--- src/rtl/level_sequencer.sv ---
`default_nettype none
// ============================================================================
// Module   : level_sequencer
// Brief    : Session controller that sequences game_controller through rounds
//            and keeps level, lives and score for a multi-round game.
// Revision : 1.0  initial release
// ============================================================================
module level_sequencer #(
    parameter int BASE_TIME    = 600,
    parameter int TIME_STEP    = 40,
    parameter int MIN_TIME     = 200,
    parameter int BASE_BUTTONS = 4,
    parameter int MAX_LIVES    = 3,
    parameter int START_HOLD   = 4
) (
    input  logic        clk,
    input  logic        rst,
    input  logic        player_start,
    input  logic [1:0]  gc_state,
    input  logic [10:0] gc_time_remaining,
    output logic        gc_start,
    output logic [10:0] initial_time,
    output logic [5:0]  button_count,
    output logic [3:0]  level,
    output logic [1:0]  lives,
    output logic [15:0] score,
    output logic        last_success,
    output logic [2:0]  seq_state,
    output logic        game_over
);

    localparam int CNT_W = $clog2(2 * START_HOLD);

    localparam logic [2:0] c_ready    = 3'd0;
    localparam logic [2:0] c_arm      = 3'd1;
    localparam logic [2:0] c_play     = 3'd2;
    localparam logic [2:0] c_result   = 3'd3;
    localparam logic [2:0] c_clear    = 3'd4;
    localparam logic [2:0] c_gameover = 3'd5;

    localparam logic [1:0] c_gc_waiting   = 2'd0;
    localparam logic [1:0] c_gc_countdown = 2'd1;
    localparam logic [1:0] c_gc_success   = 2'd2;
    localparam logic [1:0] c_gc_failure   = 2'd3;

    localparam logic [CNT_W-1:0] c_hold_last  = CNT_W'(START_HOLD - 1);
    localparam logic [CNT_W-1:0] c_pulse_last = CNT_W'(2 * START_HOLD - 1);
    localparam logic [3:0]       c_level_max  = 4'd15;
    localparam logic [5:0]       c_btn_max    = 6'd16;

    logic [CNT_W-1:0] r_pulse_cnt;

    logic [2:0]       w_state_nx;
    logic [CNT_W-1:0] w_cnt_nx;
    logic             w_start_nx;
    logic [3:0]       w_level_nx;
    logic [1:0]       w_lives_nx;
    logic [15:0]      w_score_nx;
    logic             w_last_nx;

    logic [16:0]      w_score_sum;
    logic [15:0]      w_time_diff;
    logic [10:0]      w_time_cfg;
    logic [5:0]       w_btn_sum;
    logic [5:0]       w_btn_cfg;

    // Extra MSB on the sum catches overflow for the saturating score.
    assign w_score_sum = {1'b0, score} + 17'(gc_time_remaining);

    // Difference is treated as signed 16-bit so an underflow also clamps.
    assign w_time_diff = 16'(BASE_TIME) - (16'(level) * 16'(TIME_STEP));
    assign w_time_cfg  = (w_time_diff[15] || (w_time_diff < 16'(MIN_TIME)))
                         ? 11'(MIN_TIME) : 11'(w_time_diff);

    assign w_btn_sum = 6'(BASE_BUTTONS) + {2'b00, level};
    assign w_btn_cfg = (w_btn_sum > c_btn_max) ? c_btn_max : w_btn_sum;

    always_comb begin
        w_state_nx = seq_state;
        w_cnt_nx   = r_pulse_cnt;
        w_start_nx = 1'b0;
        w_level_nx = level;
        w_lives_nx = lives;
        w_score_nx = score;
        w_last_nx  = last_success;

        case (seq_state)
            c_ready: begin
                if (player_start) begin
                    w_state_nx = c_arm;
                    w_cnt_nx   = '0;
                    w_start_nx = 1'b1;
                end
            end

            // ARM and CLEAR share the same high-then-low start pulse.
            c_arm, c_clear: begin
                w_cnt_nx   = r_pulse_cnt + CNT_W'(1);
                w_start_nx = (r_pulse_cnt < c_hold_last);
                if (r_pulse_cnt == c_pulse_last) begin
                    w_cnt_nx = '0;
                    if (seq_state == c_arm) begin
                        w_state_nx = c_play;
                    end else if (lives == 2'd0) begin
                        w_state_nx = c_gameover;
                    end else begin
                        w_state_nx = c_ready;
                    end
                end
            end

            c_play: begin
                case (gc_state)
                    c_gc_success: begin
                        w_score_nx = w_score_sum[16] ? 16'hFFFF : w_score_sum[15:0];
                        w_level_nx = (level == c_level_max) ? level : level + 4'd1;
                        w_last_nx  = 1'b1;
                        w_state_nx = c_result;
                    end
                    c_gc_failure: begin
                        w_lives_nx = (lives == 2'd0) ? lives : lives - 2'd1;
                        w_last_nx  = 1'b0;
                        w_state_nx = c_result;
                    end
                    c_gc_waiting: begin
                        w_state_nx = c_ready;
                    end
                    c_gc_countdown: begin
                        w_state_nx = c_play;
                    end
                    default: begin
                        w_state_nx = c_play;
                    end
                endcase
            end

            c_result: begin
                if (player_start) begin
                    w_state_nx = c_clear;
                    w_cnt_nx   = '0;
                    w_start_nx = 1'b1;
                end
            end

            c_gameover: begin
                if (player_start) begin
                    w_level_nx = 4'd0;
                    w_lives_nx = 2'(MAX_LIVES);
                    w_score_nx = 16'd0;
                    w_last_nx  = 1'b0;
                    w_state_nx = c_ready;
                end
            end

            default: begin
                w_state_nx = c_ready;
            end
        endcase
    end

    always_ff @(posedge clk or negedge rst) begin
        if (!rst) begin
            seq_state    <= c_ready;
            r_pulse_cnt  <= '0;
            gc_start     <= 1'b0;
            level        <= 4'd0;
            lives        <= 2'(MAX_LIVES);
            score        <= 16'd0;
            last_success <= 1'b0;
            game_over    <= 1'b0;
            initial_time <= 11'(BASE_TIME);
            button_count <= 6'(BASE_BUTTONS);
        end else begin
            seq_state    <= w_state_nx;
            r_pulse_cnt  <= w_cnt_nx;
            gc_start     <= w_start_nx;
            level        <= w_level_nx;
            lives        <= w_lives_nx;
            score        <= w_score_nx;
            last_success <= w_last_nx;
            game_over    <= (w_state_nx == c_gameover);
            // Config follows the registered level, so it lags a level change by one cycle.
            initial_time <= w_time_cfg;
            button_count <= w_btn_cfg;
        end
    end

endmodule
`default_nettype wire
--- config.mk ---
export PLATFORM = sky130hd
export DESIGN_NAME = level_sequencer
export DESIGN_NICKNAME = d
export VERILOG_FILES = /design/src/rtl/level_sequencer.sv
export SDC_FILE = /design/constraint.sdc
export NUM_CORES = 1
export LEC_CHECK = 0
export BUFFER_PORTS_ARGS = -buffer_cell sky130_fd_sc_hd__buf_4
export CAP_MARGIN = 20
export CORE_MARGIN = 3
export CORE_UTILIZATION = 45
export CTS_CLUSTER_DIAMETER = 100
export DETAILED_ROUTE_END_ITERATION = 8
export HOLD_SLACK_MARGIN = 0.15
export PLACE_DENSITY = 0.71
export SYNTH_ARGS = -nofsm -noshare
export SYNTH_HDL_FRONTEND = slang
export SYNTH_SLANG_ARGS = --single-unit
--- constraint.sdc ---
create_clock -name clk -period 2.15 [get_ports clk]
set_input_delay 0.1075 -clock clk [delete_from_list [all_inputs] [get_ports clk]]
set_output_delay 0.1075 -clock clk [all_outputs]
set_load 0.1 [all_outputs]
==> summary.txt, run 1 <==
Drt
  • Vias per cell: 5.51
  • Initial DRT Pass Iterations: 4
  • Detailed Route Iter0 Violations: 88
  • Final WL: ~6700 um
  • Detailed-route via count: around 2400
  • Routed Antenna Nets: 0
  • WL per Instance: around 16 um
  • Residual DRC: 0

Logic synthesis
  • Synth Cell Area: 2670 sq um
  • Unique masters post-synth: 56
  • Synth Instances: 274
  • Area leader, netlist: dfrtp_1
  • FFs w/ async S/R, synth: 1.00
  • Seq/Total Area, Yosys: 0.416
  • Yosys warns: 0
  • Number of synthesized register bits: 44
  • Syn_area_per_cell: 9.74 sq um
  • Number of flops mapped to enable cells by yosys: 0
  • Area contributors post-synth: dfrtp_1 (35%), ha_1 (11%), dfstp_2 (6.9%)
  • Prevailing post-synth register cell: dfrtp_1
  • Post-synth top area share: 0.347

Timing
  • Final setup vio count: 11
  • Final Slew Violations: 0
  • F_max: 0.450 GHz
  • Period minus WS final: approximately 2.2 ns
  • Final period utilization: 1.03
  • RSZ-0062 raised after global routing: yes
  • Final Hold Vio Count: 0
  • Worst slew pin tran: 0.588 ns
  • Rel. slew slack: 0.608
  • Final WS setup: -0.0734 ns
  • Final Skew: ~0.0097 ns

Global route
  • Largest net degree at the start of global routing: 45
  • Total track usage: 0.188
  • First-pass GRT wire length: 11000 um
  • Vias in the first global route: 2275
  • Initial antenna violation count: 0
  • Overflow after GRT: 0

Worst setup path
  • Max FO, Critical Path: 8
  • CP Buf/Inv Count: 0
  • Largest stage delay, worst path: a little under 0.5 ns
  • CP delay by family, top: compound AO/OA/AOI/OAI gates
  • Crit path kind: reg2reg
  • CP Data Required Time: roughly 2.3 ns
  • Critical Path AT: roughly 2.4 ns
  • Critical Path End Type: flip-flop
  • Slowest stage cell, crit path: dfrtp_4
  • CP cell instances: ha_4, fa_2, a211oi_2, o21ai_2, a41oi_2, o31ai_4, a21oi_4, a21oi_1
  • CP startpoint kind: flip-flop

Cells and area
  • ANT cells: 0
  • Commonest non-fill, non-tap cell in the layout: buf_4
  • Commonest cells after routing, fill and taps aside: buf_4 (80), a21oi_1 (25), dfrtp_1 (20), nand2_1 (19), nor2_1 (14)
  • Nets@finish: roughly 400
  • P&R area growth vs syn: 41.5%
  • Layout cell share with drive strength beyond 1: 0.430
  • Final Instance Area: ~3800 sq um

Flow run
  • Max cap viols: 0

Floorplanning
  • Cell row count: 27
  • Starting Density: 0.476
  • Die Ht: 83.0 um
  • Die width: between 80 and 90 um
  • Die area: 6890 sq um
  • Core area: ~5600 sq um
  • I/O pin cnt: just over 60

Place
  • Global placement routability congestion: ~0.85
  • DP Area: around 3400 sq um
  • Port bufs: between 50 and 60
  • DP Wirelength: approximately 4700 um

Clock network
  • TritonCTS clock tree: built
  • Max Root-Sink Buffers: 2
  • Cell at the root of the clock tree: clkbuf_8
  • CTS buffer count: 5
  • Total clock sinks: 44
  • Clk slew on worst S/H paths: 0.08 ns
  • CTS HTree Levels: 2
  • Clock Latency Late Sink: 0.30 ns

Outcome
  • Failing checks: setup timing
  • Status: complete, but fails checks

Min path
  • Hold Crit Class: in2reg
[cells in the mapped netlist, types with 4 or more instances]
master    number
a21o_1         4
nor3_1         4
xnor2_1        8
dfstp_2        7
xor2_1         6
buf_4          4
a21oi_1       29
o21ai_0       13
clkbuf_1       5
nor2b_1        7
inv_1         13
nand2_1       21
nor2_1        14
nand3_1       11
a31oi_1        6
dfrtp_1       37
ha_1          23
[flip-flops by register name, indices dropped and copies added (netlist names)]
register,flops
gc_start,1
initial_time,8
seq_state,3
r_pulse_cnt,3
button_count,5
game_over,1
score,16
last_success,1
level,4
lives,2
[per-stage QoR]
stage                     instances  utilization  setup slack, ns  hold slack, ns  setup TNS [ns]
after floorplan                 278            -           -0.184          -0.188           -2.40
after global placement          413        0.613          -0.0833           0.143          -0.536
after detailed placement        413        0.613           -0.119           0.149          -0.880
after CTS                       425        0.641           -0.101           0.155          -0.649
after global routing            428        0.673           -0.181           0.207           -1.98
final                           428        0.673          -0.0734           0.167          -0.547
[kinds of logic after synthesis]
| group | after synthesis | synth area share |
|---|---|---|
| AOI/OAI and AO/OA | 86 | 0.219 |
| xor gates and xnor gates | 14 | 0.0460 |
| adders and majority gates | 24 | 0.115 |
| buffers and inverters | 26 | 0.0436 |
| DFF | 44 | 0.416 |
| muxes | 2 | 0.00844 |
| other | 1 | 0.00141 |
| and+or+nand+nor | 77 | 0.150 |
[repair_timing]
action                                  4_1_cts  5_1_grt
hold buffers                                  3        0
hold endpoints to repair                     39        0
endpoints found under the setup margin       14       21
gates resized for setup                       1       24
buffers inserted                              1        5
pin swaps                                     6       20
[final cells by class]
class                           count  area (sq um)
Inverter                           13          48.8
Multi-Input combinational cell    208          1740
Sequential cell                    44          1150
Clock inverter                      3          46.3
Fill cell                         469          1830
Timing Repair Buffer               83           631
Clock buffer                        5          68.8
Tap cell                           72          90.1
[worst reg2reg max path, cell delays in order (launching register included)]
cell      delay, ns
dfrtp_4        0.49
ha_4           0.17
fa_2           0.36
a211oi_2       0.22
o21ai_2        0.10
a41oi_2        0.21
o31ai_4        0.12
a21oi_4        0.30
a21oi_1        0.13
[per-layer routing]
| layer | vias up | GRT usage | wire [um] |
|---|---|---|---|
| met5 | - | 0 | 0 |
| met4 | 0 | 0.0371 | 20 |
| met3 | 2 | 0.0407 | 293 |
| met2 | 67 | 0.318 | 3350 |
| met1 | 1145 | 0.248 | 3010 |
| li1 | 1143 | - | - |
[final timing paths]
| kind | from | to | slack, ns | cells past startpoint |
|---|---|---|---|---|
| worst max-delay path | score[0]$_DFFE_PN0P_ | score[2]$_DFFE_PN0P_ | -0.07 | 8 |
| worst min-delay path | gc_state[0] | lives[1]$_DFFE_PN1P_ | 0.17 | 3 |
| worst max register to register | score[0]$_DFFE_PN0P_ | score[2]$_DFFE_PN0P_ | -0.07 | 8 |
| worst min register to register | r_pulse_cnt[1]$_DFFE_PN0P_ | r_pulse_cnt[1]$_DFFE_PN0P_ | 0.55 | 1 |
| max in group asynchronous | rst | score[1]$_DFFE_PN0P_ | 1.33 | 2 |
| min in group asynchronous | rst | score[7]$_DFFE_PN0P_ | 0.34 | 2 |
Power of run 1 is not shown: default switching activity piles up to over one toggle a cycle in this logic, so the estimate is an artifact.
==> inputs of run 2 (changes only) <==
==> constraint.sdc (replaced) <==
create_clock -name clk -period 2.15 [get_ports clk]
set_input_delay 0.3225 -clock clk [delete_from_list [all_inputs] [get_ports clk]]
set_output_delay 0.3225 -clock clk [all_outputs]
set_load 0.1 [all_outputs]
==> summary.txt, run 2 (synthesized netlist as in run 1, its figures left out) <==
Worst setup path
  • Crit path kind: reg2reg
  • CP Data Required Time: 2.32 ns (about the same)
  • Critical Path End Type: flip-flop
  • Critical Path AT: 2.41 ns (+0.02 ns)
  • CP startpoint kind: flip-flop
  • Reg-to-reg slack, setup: -0.09 ns (about the same)
  • CP cell instances: ha_4, fa_2, a211oi_2, o21ai_2, a41oi_2, o31ai_4, a21oi_4, a31oi_1
  • Slowest stage cell, crit path: dfrtp_4
  • Max FO, Critical Path: 8 (unchanged)
  • Largest stage delay, worst path: 0.49 ns (about the same)

Drt
  • Initial DRT Pass Iterations: 5 (+1)
  • Final WL: 6510 um (-2.5%)
  • Routed Antenna Nets: 0 (unchanged)
  • WL per Instance: 15.2 um (-2.2%)
  • Residual DRC: 0 (unchanged)
  • Detailed-route via count: 2332 (-1.1%)
  • Detailed Route Iter0 Violations: 119 (+35%)
  • Vias per cell: 5.46 (-0.83%)

Cells and area
  • Largest regs: score (16), initial_time (8), button_count (5)
  • Layout cell share with drive strength beyond 1: 0.411 (-0.0185)
  • ANT cells: 0 (unchanged)
  • P&R area growth vs syn: 38.4%
  • Largest Register: score
  • Commonest cells after routing, fill and taps aside: buf_4 (81), a21oi_1 (25), nand2_1 (20), dfrtp_1 (20), ha_1 (16)
  • Largest register FFs: 16 (unchanged)
  • Nets@finish: 394 (-0.25%)
  • Commonest non-fill, non-tap cell in the layout: buf_4

Place
  • Global placement routability congestion: 0.853 (+0.12%)
  • Place WS: -0.128 ns (-0.00953 ns)
  • DP Wirelength: 4760 um (+1.2%)
  • Port bufs: 56 (unchanged)

Timing
  • Rel. slew slack: 0.621 (+0.0135)
  • Final Skew: 0.00613 ns (-0.00357 ns)
  • RSZ-0062 raised after global routing: yes
  • F_max: 0.447 GHz (-0.60%)
  • Final Slew Violations: 0 (unchanged)
  • Hold Slack: 0.357 ns (+0.190 ns)
  • Worst slew pin tran: 0.568 ns (-0.0203 ns)
  • Final period utilization: 1.04 (+0.00621)
  • Period minus WS final: 2.24 ns (+0.0133 ns)
  • Final setup vio count: 12 (+1)
  • Final Hold Vio Count: 0 (unchanged)
  • Final WS setup: -0.0868 ns (-0.0133 ns)

Global route
  • Vias in the first global route: 2251 (-1.1%)
  • Overflow after GRT: 0 (unchanged)
  • Total track usage: 0.188 (+0.000328)
  • First-pass GRT wire length: 10800 um (-1.3%)
  • Initial antenna violation count: 0 (unchanged)
  • Largest net degree at the start of global routing: 45 (unchanged)

Clock network
  • Total clock sinks: 44 (unchanged)
  • CTS HTree Levels: 2 (unchanged)
  • TritonCTS clock tree: built
  • Clock Latency Late Sink: 0.30 ns (about the same)
  • Max Root-Sink Buffers: 2 (unchanged)
  • CTS buffer count: 5 (unchanged)
  • Clk slew on worst S/H paths: 0.09 ns (about the same)
  • Cell at the root of the clock tree: clkbuf_8

Flow run
  • Max cap viols: 0 (unchanged)

Floorplanning
  • Die area: 6890 sq um (unchanged)
  • Die Ht: 83.0 um (unchanged)
  • Starting Density: 0.476 (unchanged)
  • Die width: 83.0 um (unchanged)
  • Core area: 5610 sq um (unchanged)
  • Cell row count: 27 (unchanged)
  • I/O pin cnt: 61 (unchanged)

Outcome
  • Failing checks: setup timing
  • Status: complete, but fails checks

Min path
  • Hold Crit Class: in2reg
## run 2: stage by stage
stage	utilization	area [sq um]	setup TNS, ns	cells
2_1_floorplan	-	2850	-2.40	278
3_3_place_gp	0.612	3430	-0.552	412
3_5_place_dp	0.612	3430	-1.05	412
4_1_cts	0.637	3570	-0.663	423
5_1_grt	0.658	3690	-2.73	427
6_report	0.658	3690	-0.817	427
## run 2: area by class of cell
class,instances,area (sq um)
Sequential cell,44,1150
Inverter,13,48.8
Multi-Input combinational cell,208,1670
Tap cell,72,90.1
Timing Repair Buffer,82,618
Clock inverter,3,42.5
Fill cell,467,1920
Clock buffer,5,68.8
## run 2: path summary, 6_finish.rpt
check                                                 from                         end  cells past startpoint
min in group asynchronous                              rst        score[5]$_DFFE_PN0P_                      2
worst max register to register        score[0]$_DFFE_PN0P_        score[7]$_DFFE_PN0P_                      8
worst max-delay path                  score[0]$_DFFE_PN0P_        score[7]$_DFFE_PN0P_                      8
max in group asynchronous                              rst        level[1]$_DFFE_PN0P_                      2
worst min-delay path                          player_start      seq_state[2]$_DFF_PN0_                      2
worst min register to register  r_pulse_cnt[1]$_DFFE_PN0P_  r_pulse_cnt[1]$_DFFE_PN0P_                      1
## run 2: routing by layer
metal  up-vias  global-route usage  part of all wire  wire (um)
met5         -                   0                 0          0
met4         0              0.0565            0.0068         44
met3         4              0.0397             0.050        326
met2        60               0.311              0.50       3250
met1      1129               0.247              0.44       2890
li1       1139                   -                 -          -
## run 2: repair_timing
action                                 CTS  global route
setup buffers                            2             4
hold buffers                             1             0
setup endpoints to repair               15            21
pin swaps                                3            13
endpoints found under the hold margin   37             0
gates resized for setup                  1            15
## run 2: worst max-delay path: cells and delay by family (launching register included)
kind	cells	cell delay [ns]
AO/OA/AOI/OAI	6	1.09
adder cells (fa/ha/maj)	2	0.53
flip-flops	1	0.49
Power of run 2 is left out for the same reason.
==> inputs of run 3 (changes only) <==
--- a/config.mk
+++ b/config.mk
@@ -13,6 +13,7 @@
 export DETAILED_ROUTE_END_ITERATION = 8
 export HOLD_SLACK_MARGIN = 0.15
 export PLACE_DENSITY = 0.71
+export REMOVE_ABC_BUFFERS = 1
 export SYNTH_ARGS = -nofsm -noshare
 export SYNTH_HDL_FRONTEND = slang
 export SYNTH_SLANG_ARGS = --single-unit
==> summary.txt, run 3 (synthesized netlist as in run 1, its figures left out) <==
Outcome
  • Status: complete, but fails checks
  • Failing checks: setup timing

Drt
  • Routed Antenna Nets: 0 (unchanged)
  • WL per Instance: 16.6 um (+9.2%)
  • Vias per cell: 5.68 (+4.1%)
  • Initial DRT Pass Iterations: 4 (-1)
  • Detailed Route Iter0 Violations: 158 (+33%)
  • Residual DRC: 0 (unchanged)
  • Final WL: 7340 um (+13%)
  • Detailed-route via count: 2507 (+7.5%)

Cells and area
  • Layout cell share with drive strength beyond 1: 0.415 (+0.00337)
  • ANT cells: 0 (unchanged)
  • Largest register FFs: 16 (unchanged)
  • Final non-filler cell total: 441 (+3.3%)
  • Fillers: 449 (-3.9%)
  • Commonest non-fill, non-tap cell in the layout: buf_4
  • Commonest cells after routing, fill and taps aside: buf_4 (94), dfrtp_1 (36), nand2_1 (20), a21oi_1 (19), nor2_1 (14)
  • Final Instance Area: 3780 sq um (+2.4%)
  • P&R area growth vs syn: 41.7%
  • Largest regs: score (16), initial_time (8), button_count (5)
  • Final Core Density: 0.674 (+0.0158)
  • Largest Register: score
  • Nets@finish: 408 (+3.6%)

Timing
  • Worst slew pin tran: 0.580 ns (+0.0121 ns)
  • Final Skew: 0.0115 ns (+0.00536 ns)
  • Final Hold Vio Count: 0 (unchanged)
  • Rel. slew slack: 0.613 (-0.00810)
  • Final setup vio count: 10 (-2)
  • RSZ-0062 raised after global routing: yes
  • Period minus WS final: 2.25 ns (+0.00994 ns)
  • Final Slew Violations: 0 (unchanged)
  • Final WS setup: -0.0967 ns (-0.00994 ns)
  • Setup TNS: -0.817 ns (-0.000153 ns)
  • F_max: 0.445 GHz (-0.44%)
  • Final period utilization: 1.04 (+0.00462)

Floorplanning
  • Cell row count: 27 (unchanged)
  • Starting Density: 0.476 (unchanged)
  • Die area: 6890 sq um (unchanged)
  • I/O pin cnt: 61 (unchanged)
  • Die Ht: 83.0 um (unchanged)
  • Core area: 5610 sq um (unchanged)
  • Die width: 83.0 um (unchanged)

Clock network
  • Clock Latency Late Sink: 0.31 ns (about the same)
  • Clk slew on worst S/H paths: 0.09 ns (about the same)
  • Total clock sinks: 44 (unchanged)
  • Max Root-Sink Buffers: 2 (unchanged)
  • CTS buffer count: 5 (unchanged)
  • TritonCTS clock tree: built
  • CTS HTree Levels: 2 (unchanged)
  • Cell at the root of the clock tree: clkbuf_8

Global route
  • First-pass GRT wire length: 11300 um (+4.2%)
  • Largest net degree at the start of global routing: 45 (unchanged)
  • Initial antenna violation count: 0 (unchanged)
  • Total track usage: 0.199 (+0.0107)
  • Overflow after GRT: 0 (unchanged)
  • Vias in the first global route: 2414 (+7.2%)

Worst setup path
  • Critical Path AT: 2.44 ns (+0.03 ns)
  • CP startpoint kind: flip-flop
  • Critical Path End Type: flip-flop
  • CP Data Required Time: 2.35 ns (+0.03 ns)
  • Crit path kind: reg2reg
  • Max FO, Critical Path: 7 (-1)

Place
  • DP Area: 3340 sq um (-2.8%)
  • Post-placement cell count: 421 (+2.2%)
  • Global placement routability congestion: 0.907 (+6.3%)
  • DP Wirelength: 4750 um (-0.26%)
  • Port bufs: 56 (unchanged)

Min path
  • Hold Crit Class: in2reg

Flow run
  • Max cap viols: 0 (unchanged)
-- run 3: cell count changes in the layout (fill, tap and decap cells not counted), sizes merged --
cell,delta
clkbuf,+1
clkinvlp,-1
buf,+14
-- run 3: worst max-delay path, stage by stage (launching register included) --
cell and delay [ns]:
dfrtp_1 0.42, ha_4 0.17, fa_2 0.36, a211oi_2 0.27
o21ai_2 0.11, a41oi_2 0.21, o31ai_4 0.14, a21oi_2 0.21
buf_4 0.17, a31oi_1 0.07
-- run 3: per-stage QoR --
| stage | worst slack, ns | hold WS, ns |
|---|---|---|
| global placement | -0.214 | 0.349 |
| CTS | -0.0513 | 0.352 |
| detailed placement | -0.298 | 0.350 |
| finish | -0.0967 | 0.353 |
| global route | -0.246 | 0.378 |
| floorplan | -0.790 | 0.0269 |
-- run 3: repair_timing --
item / in CTS / in global routing
setup endpoints to repair: 21 / 20
buffers inserted: 3 / 8
endpoints found under the hold margin: 37 / 0
pin swaps: 9 / 14
hold buffers: 1 / 0
resized for setup: 20 / 23
-- run 3: layout make-up --
type / count / area [sq um] / share of cell area
clock inverter: 2 / 35.0 / 0.00927
clock buffer: 6 / 72.6 / 0.0192
timing repair buffer: 96 / 727 / 0.192
multi-input combinational: 208 / 1700 / 0.449
sequential: 44 / 1110 / 0.294
tap: 72 / 90.1 / 0.0238
inverter: 13 / 48.8 / 0.0129
-- run 3: final timing paths --
kind,to,slack (ns),startpoint,cells past startpoint
max,score[7]$_DFFE_PN0P_,-0.1,score[0]$_DFFE_PN0P_,9
min,seq_state[2]$_DFF_PN0_,0.35,player_start,2
max reg2reg,score[7]$_DFFE_PN0P_,-0.1,score[0]$_DFFE_PN0P_,9
min reg2reg,seq_state[1]$_DFF_PN0_,0.54,seq_state[2]$_DFF_PN0_,1
max in group asynchronous,score[3]$_DFFE_PN0P_,1.19,rst,2
min in group asynchronous,score[6]$_DFFE_PN0P_,0.56,rst,2
-- run 3: metal layers --
layer	part of all wire	global-route usage	vias to the layer above
li1	-	-	1172
met5	0	0	-
met3	0.052	0.0377	16
met2	0.53	0.353	96
met4	0.022	0.0669	0
met1	0.40	0.241	1223
Power of run 3 is left out for the same reason.
